### src/rtl/alarm_scheduler_if.sv
// Time/alarm digits, buttons and indicator outputs shared by the time source and the scheduler.
// master drives time and buttons; slave (the scheduler) drives the LED/buzzer side.
interface alarm_scheduler_if;
  logic [3:0] secL, secH, minL, minH, hourL, hourH;
  logic [3:0] al_minL, al_minH, al_hourL, al_hourH;
  logic       alarm_en;
  logic       snooze_btn;
  logic       stop_btn;
  logic       led_n;
  logic       buzz;
  logic [1:0] state;
  logic       snoozed;

  modport master (
    output secL, secH, minL, minH, hourL, hourH,
    output al_minL, al_minH, al_hourL, al_hourH,
    output alarm_en, snooze_btn, stop_btn,
    input  led_n, buzz, state, snoozed
  );

  modport slave (
    input  secL, secH, minL, minH, hourL, hourH,
    input  al_minL, al_minH, al_hourL, al_hourH,
    input  alarm_en, snooze_btn, stop_btn,
    output led_n, buzz, state, snoozed
  );
endinterface

### src/rtl/alarm_scheduler.sv
// Arbitrates the shared LED/buzzer between the hourly chime and the daily alarm with snooze.
// Matches and button pulses act on the sampling edge; outputs are registered from the next state, no backpressure.
module alarm_scheduler #(
  parameter int CHIME_SECS  = 11,
  parameter int ALARM_SECS  = 60,
  parameter int SNOOZE_SECS = 300,
  parameter int MAX_SNOOZE  = 3
) (
  input  logic              div_clk,
  input  logic              rst,
  alarm_scheduler_if.slave  bus
);

  typedef enum logic [1:0] {
    IDLE   = 2'd0,
    CHIME  = 2'd1,
    ALARM  = 2'd2,
    SNOOZE = 2'd3
  } state_e;

  localparam logic [8:0] CHIME_LD  = 9'(CHIME_SECS - 1);
  localparam logic [8:0] ALARM_LD  = 9'(ALARM_SECS - 1);
  localparam logic [8:0] SNOOZE_LD = 9'(SNOOZE_SECS - 1);
  localparam logic [1:0] MAX_SNZ   = 2'(MAX_SNOOZE);

  state_e     state_q, state_d;
  logic [8:0] cnt_q, cnt_d;
  logic [1:0] snz_q, snz_d;
  logic       led_n_q, led_n_d;
  logic       buzz_q, buzz_d;
  logic       snoozed_q, snoozed_d;
  logic       am, cm;

  assign am = bus.alarm_en
           && (bus.hourH == bus.al_hourH) && (bus.hourL == bus.al_hourL)
           && (bus.minH == bus.al_minH) && (bus.minL == bus.al_minL)
           && (bus.secH == 4'd0) && (bus.secL == 4'd0);

  assign cm = (bus.minH == 4'd5) && (bus.minL == 4'd9)
           && (bus.secH == 4'd5) && (bus.secL == 4'd9);

  always_comb begin
    state_d = state_q;
    cnt_d   = cnt_q;
    snz_d   = snz_q;
    case (state_q)
      IDLE: begin
        if (am) begin
          state_d = ALARM;
          cnt_d   = ALARM_LD;
          snz_d   = 2'd0;
        end else if (cm) begin
          state_d = CHIME;
          cnt_d   = CHIME_LD;
        end
      end
      CHIME: begin
        if (am) begin
          state_d = ALARM;
          cnt_d   = ALARM_LD;
          snz_d   = 2'd0;
        end else if (cnt_q == 9'd0) begin
          state_d = IDLE;
        end else begin
          cnt_d = cnt_q - 9'd1;
        end
      end
      ALARM: begin
        // stop beats snooze when both arrive in the same cycle
        if (!bus.alarm_en || bus.stop_btn) begin
          state_d = IDLE;
          snz_d   = 2'd0;
        end else if (bus.snooze_btn && (snz_q < MAX_SNZ)) begin
          state_d = SNOOZE;
          cnt_d   = SNOOZE_LD;
          snz_d   = snz_q + 2'd1;
        end else if (cnt_q == 9'd0) begin
          state_d = IDLE;
          snz_d   = 2'd0;
        end else begin
          cnt_d = cnt_q - 9'd1;
        end
      end
      SNOOZE: begin
        if (!bus.alarm_en || bus.stop_btn) begin
          state_d = IDLE;
          snz_d   = 2'd0;
        end else if (cnt_q == 9'd0) begin
          state_d = ALARM;
          cnt_d   = ALARM_LD;
        end else begin
          cnt_d = cnt_q - 9'd1;
        end
      end
      default: begin
        state_d = IDLE;
      end
    endcase
  end

  always_comb begin
    led_n_d   = 1'b1;
    buzz_d    = 1'b0;
    snoozed_d = 1'b0;
    case (state_d)
      CHIME: led_n_d = 1'b0;
      ALARM: begin
        buzz_d  = 1'b1;
        // blink starts lit on every ring entry, including re-ring after snooze
        led_n_d = (state_q == ALARM) ? ~led_n_q : 1'b0;
      end
      SNOOZE: snoozed_d = 1'b1;
      default: led_n_d = 1'b1;
    endcase
  end

  always_ff @(posedge div_clk or posedge rst) begin
    if (rst) begin
      state_q   <= IDLE;
      cnt_q     <= 9'd0;
      snz_q     <= 2'd0;
      led_n_q   <= 1'b1;
      buzz_q    <= 1'b0;
      snoozed_q <= 1'b0;
    end else begin
      state_q   <= state_d;
      cnt_q     <= cnt_d;
      snz_q     <= snz_d;
      led_n_q   <= led_n_d;
      buzz_q    <= buzz_d;
      snoozed_q <= snoozed_d;
    end
  end

  assign bus.state   = state_q;
  assign bus.led_n   = led_n_q;
  assign bus.buzz    = buzz_q;
  assign bus.snoozed = snoozed_q;

endmodule

### src/flat_wrapper.sv
// flat-port wrapper written by rule: the top's interface ports become plain ports
module alarm_scheduler_flat 
#(
  parameter int CHIME_SECS  = 11,
  parameter int ALARM_SECS  = 60,
  parameter int SNOOZE_SECS = 300,
  parameter int MAX_SNOOZE  = 3
)
  (div_clk, rst, bus_secL, bus_secH, bus_minL, bus_minH, bus_hourL, bus_hourH, bus_al_minL, bus_al_minH, bus_al_hourL, bus_al_hourH, bus_alarm_en, bus_snooze_btn, bus_stop_btn, bus_led_n, bus_buzz, bus_state, bus_snoozed);
  alarm_scheduler_if bus_i ();
  input  logic div_clk;
  input  logic rst;
  input wire logic [$bits(bus_i.secL)-1:0] bus_secL;
  input wire logic [$bits(bus_i.secH)-1:0] bus_secH;
  input wire logic [$bits(bus_i.minL)-1:0] bus_minL;
  input wire logic [$bits(bus_i.minH)-1:0] bus_minH;
  input wire logic [$bits(bus_i.hourL)-1:0] bus_hourL;
  input wire logic [$bits(bus_i.hourH)-1:0] bus_hourH;
  input wire logic [$bits(bus_i.al_minL)-1:0] bus_al_minL;
  input wire logic [$bits(bus_i.al_minH)-1:0] bus_al_minH;
  input wire logic [$bits(bus_i.al_hourL)-1:0] bus_al_hourL;
  input wire logic [$bits(bus_i.al_hourH)-1:0] bus_al_hourH;
  input wire logic [$bits(bus_i.alarm_en)-1:0] bus_alarm_en;
  input wire logic [$bits(bus_i.snooze_btn)-1:0] bus_snooze_btn;
  input wire logic [$bits(bus_i.stop_btn)-1:0] bus_stop_btn;
  output wire logic [$bits(bus_i.led_n)-1:0] bus_led_n;
  output wire logic [$bits(bus_i.buzz)-1:0] bus_buzz;
  output wire logic [$bits(bus_i.state)-1:0] bus_state;
  output wire logic [$bits(bus_i.snoozed)-1:0] bus_snoozed;
  assign bus_i.secL = bus_secL;
  assign bus_i.secH = bus_secH;
  assign bus_i.minL = bus_minL;
  assign bus_i.minH = bus_minH;
  assign bus_i.hourL = bus_hourL;
  assign bus_i.hourH = bus_hourH;
  assign bus_i.al_minL = bus_al_minL;
  assign bus_i.al_minH = bus_al_minH;
  assign bus_i.al_hourL = bus_al_hourL;
  assign bus_i.al_hourH = bus_al_hourH;
  assign bus_i.alarm_en = bus_alarm_en;
  assign bus_i.snooze_btn = bus_snooze_btn;
  assign bus_i.stop_btn = bus_stop_btn;
  assign bus_led_n = bus_i.led_n;
  assign bus_buzz = bus_i.buzz;
  assign bus_state = bus_i.state;
  assign bus_snoozed = bus_i.snoozed;
  alarm_scheduler #(.CHIME_SECS(CHIME_SECS), .ALARM_SECS(ALARM_SECS), .SNOOZE_SECS(SNOOZE_SECS), .MAX_SNOOZE(MAX_SNOOZE)) u_core (.div_clk(div_clk), .rst(rst), .bus(bus_i));
endmodule
### config.mk
export PLATFORM = sky130hd
export DESIGN_NAME = alarm_scheduler_flat
export DESIGN_NICKNAME = d
export VERILOG_FILES = /design/src/rtl/alarm_scheduler_if.sv /design/src/rtl/alarm_scheduler.sv /design/src/flat_wrapper.sv
export SDC_FILE = /design/constraint.sdc
export NUM_CORES = 1
export LEC_CHECK = 0
export CAP_MARGIN = 20
export CELL_PAD_IN_SITES_DETAIL_PLACEMENT = 1
export CELL_PAD_IN_SITES_GLOBAL_PLACEMENT = 1
export CORE_MARGIN = 1.5
export CORE_UTILIZATION = 34
export CTS_BUF_LIST = sky130_fd_sc_hd__clkbuf_4
export CTS_CLUSTER_SIZE = 10
export DETAILED_ROUTE_END_ITERATION = 6
export GPL_ROUTABILITY_DRIVEN = 0
export GPL_TIMING_DRIVEN = 0
export HOLD_SLACK_MARGIN = 0.05
export PLACE_DENSITY_LB_ADDON = 0.12
export REMOVE_ABC_BUFFERS = 1
export SYNTH_ARGS = -nofsm -noshare
export SYNTH_HDL_FRONTEND = slang
export SYNTH_SLANG_ARGS = --single-unit
### constraint.sdc
create_clock -name div_clk -period 5.97 [get_ports div_clk]
set_input_delay 0.597 -clock div_clk [delete_from_list [all_inputs] [get_ports div_clk]]
set_output_delay 0.597 -clock div_clk [all_outputs]
set_load 0.005 [all_outputs]
==> flow_metrics.tcl <==
set metrics [dict create \
    p_leak_nw 0.733 \
    cts_setup_buffers 0 \
    firstDrtPassIters 4 \
    die_h_um 63.3 \
    postCtsHoldBufs 0 \
    cts_root_buf "clkbuf_4" \
    start_util_pct 36.2 \
    avgSynthCellArea_sq_um 8.53 \
    drive_above_1_share_pct 7.18 \
    grt.overflow.total 0 \
    dpl.hpwl_um 3210 \
    track_usage_pct 19.9 \
    grt_pass1_vias 1332 \
    crit_slowest_cell "nor4_1" \
    nets 244 \
    drt-initial-drc-count 55 \
    numClockSinks 16 \
    cts_max_level 1 \
    maxSlewHeadroom_pct 48.9 \
    grt_max_degree 18 \
    layout_common_cells "clkdlybuf4s50_1, xnor2_1, dfrtp_1" \
    cts_buffer_depth 2 \
    dr_total_vias 1242 \
    pre_cts_slack_ns 2.90 \
    area_delta_synth_final_pct 45.6 \
    core_sq_um 3420 \
    power_density_nw_per_um2 130 \
    peakVddDrop_mv 0.102 \
    cp-start-kind "input port" \
    cts_tree "built" \
    io_pins 50 \
    worstPathCellList "clkdlybuf4s50_1 > nor4_1 > nand2_1 > nor4_1 > and2_1 > a21oi_1 > a21boi_0 > a21o_1" \
    holdWs_ns 0.496 \
    yosysTopAreaCellShare_pct 30.4 \
    synth_cells 145 \
    setup-tns-final_ns 0 \
    cts_resized 0 \
    clkSlewWorstSetupHoldPaths_ns 0.10 \
    grt_pass1_wl_um 6370 \
    ys_warn_count 0 \
    synth_cell_types 47 \
    required_ns 6.16 \
    cap_viol_max_count 0 \
    min_period_over_period_pct 45.8 \
    path_max_fanout 6 \
    wl_um 3800 \
    worst_pin_slew_ns 0.747 \
    diodes 0 \
    wl_per_cell_um 15.7 \
    hold_viol 0 \
    cp.arrival_ns 2.92 \
    fin_crit_ns 2.73 \
    critical_path_class "in -> reg" \
    clock_skew_ns 0.00104 \
    syn_area_sq_um 1240 \
    ys_ff_latch 16 \
    final_max_slew_viol_count 0 \
    clock.fmax_ghz 0.366 \
    rsz0062_at_grt "false" \
    clkLatencyLatePin_ns 0.29 \
    synthTopCellsByArea "dfrtp_1, xnor2_1, a21oi_1, nand2_1, a21o_1" \
    antenna_found_initial 0 \
    io_buffer_count 49 \
    critical_path.max_stage_delay_ns 0.48 \
    endpoint_kind "register" \
    finalSetupViolations 0 \
    drc 0 \
    synth_area_leader_cell "dfrtp_1" \
    worst_path_most_repeated_cell "nor4_1" \
    setup_slack_ns 3.24 \
    status "completed" \
    mostFrequentLayoutCell "clkdlybuf4s50_1" \
    antenna_left 0 \
    rows 21 \
    numCtsBuffers 3 \
    fp.dieW_um 63.3 \
    die-area_sq_um 4010 \
    via_per_inst 5.15 \
    hold_path.class "reg -> reg" \
    yosysSeqAreaShare_pct 32.5 \
]
-- cell type report --
type | instances | area, sq um
clock buffer | 4 | 30.0
sequential | 16 | 402
multi-input combinational | 120 | 796
inverter | 6 | 25.0
tap | 46 | 57.6
fill | 413 | 1620
timing repair buffer | 49 | 490
-- stage by stage --
stage | utilization [%] | total power, W | area [sq um] | std cells
after floorplan | - | 0.000133 | 1220 | 142
after global placement | 51.8 | 0.000168 | 1770 | 237
after detailed placement | 51.8 | 0.000170 | 1770 | 237
after CTS | 52.7 | 0.000236 | 1800 | 241
after global routing | 52.7 | 0.000245 | 1800 | 241
final | 52.7 | 0.000234 | 1800 | 241
-- flip-flops by register name, indices dropped and copies added (netlist names) --
register / flops
u_core.bus.state: 2
u_core.snz_q: 2
u_core.bus.buzz: 1
u_core.cnt_q: 9
u_core.bus.snoozed: 1
u_core.bus.led_n: 1
-- final timing paths --
kind,from,endpoint,slack (ns),depth (start not counted)
setup / recovery,bus_secH[1],u_core.cnt_q[7],3.24,8
max in group asynchronous,rst,u_core.cnt_q[6],4.90,2
hold / removal,u_core.cnt_q[6],u_core.cnt_q[6],0.50,1
hold reg to reg,u_core.cnt_q[6],u_core.cnt_q[6],0.50,1
min in group asynchronous,rst,u_core.bus.state[0],0.67,2
setup reg to reg,u_core.cnt_q[3],u_core.cnt_q[0],3.46,9
-- logic make-up after synthesis --
logic type | after synthesis | synth area share (%)
AO/OA/AOI/OAI | 48 | 25.3
XOR/XNOR | 17 | 12.0
buffers and inverters | 9 | 3.14
flip-flops | 16 | 32.5
adder cells (fa/ha/maj) | 3 | 3.04
AND/OR/NAND/NOR | 52 | 24.0
-- layer usage --
| layer | up-vias | share of wire [%] | track usage, % |
|---|---|---|---|
| li1 | 632 | - | - |
| met2 | 11 | 54 | 37.0 |
| met4 | 0 | 0.32 | 2.45 |
| met1 | 597 | 44 | 24.8 |
| met3 | 2 | 1.8 | 3.21 |
| met5 | - | 0 | 0 |
-- Yosys cell counts, drive strengths merged --
cell type   n
nor4        5
o21bai      1
a22oi       2
o22a        3
o21a        2
or4         1
a31oi       2
and2        1
o41ai       1
a2111oi     1
a21o        5
o22ai       2
dfstp       1
a31o        2
buf         2
a21oi      15
xnor2      16
clkbuf      1
a41oi       1
nor2b       1
o211ai      1
and4        1
o21ai       8
nand3b      1
or2b        2
nand2b      3
nor4bb      2
o31ai       1
or2         1
inv         6
dfrtp      15
nand3       3
nand4       2
nand2      13
ha          3
nor2       10
xor2        1
nor3        5
a21boi      1
or3         1
-- where the power goes --
group,switching [W],total [W],internal [W]
combinational,0.0000194,0.0000567,0.0000373
clock,0.0000361,0.0000667,0.0000305
sequential,0.00000120,0.000110,0.000109
-- worst max-delay path: cells and delay by family --
kind	cells	cell delay (ns)
buffers and inverters	1	0.41
and+or+nand+nor	4	1.39
AOI/OAI and AO/OA	3	0.53
No activity file was read; power rests on OpenSTA's default activity.
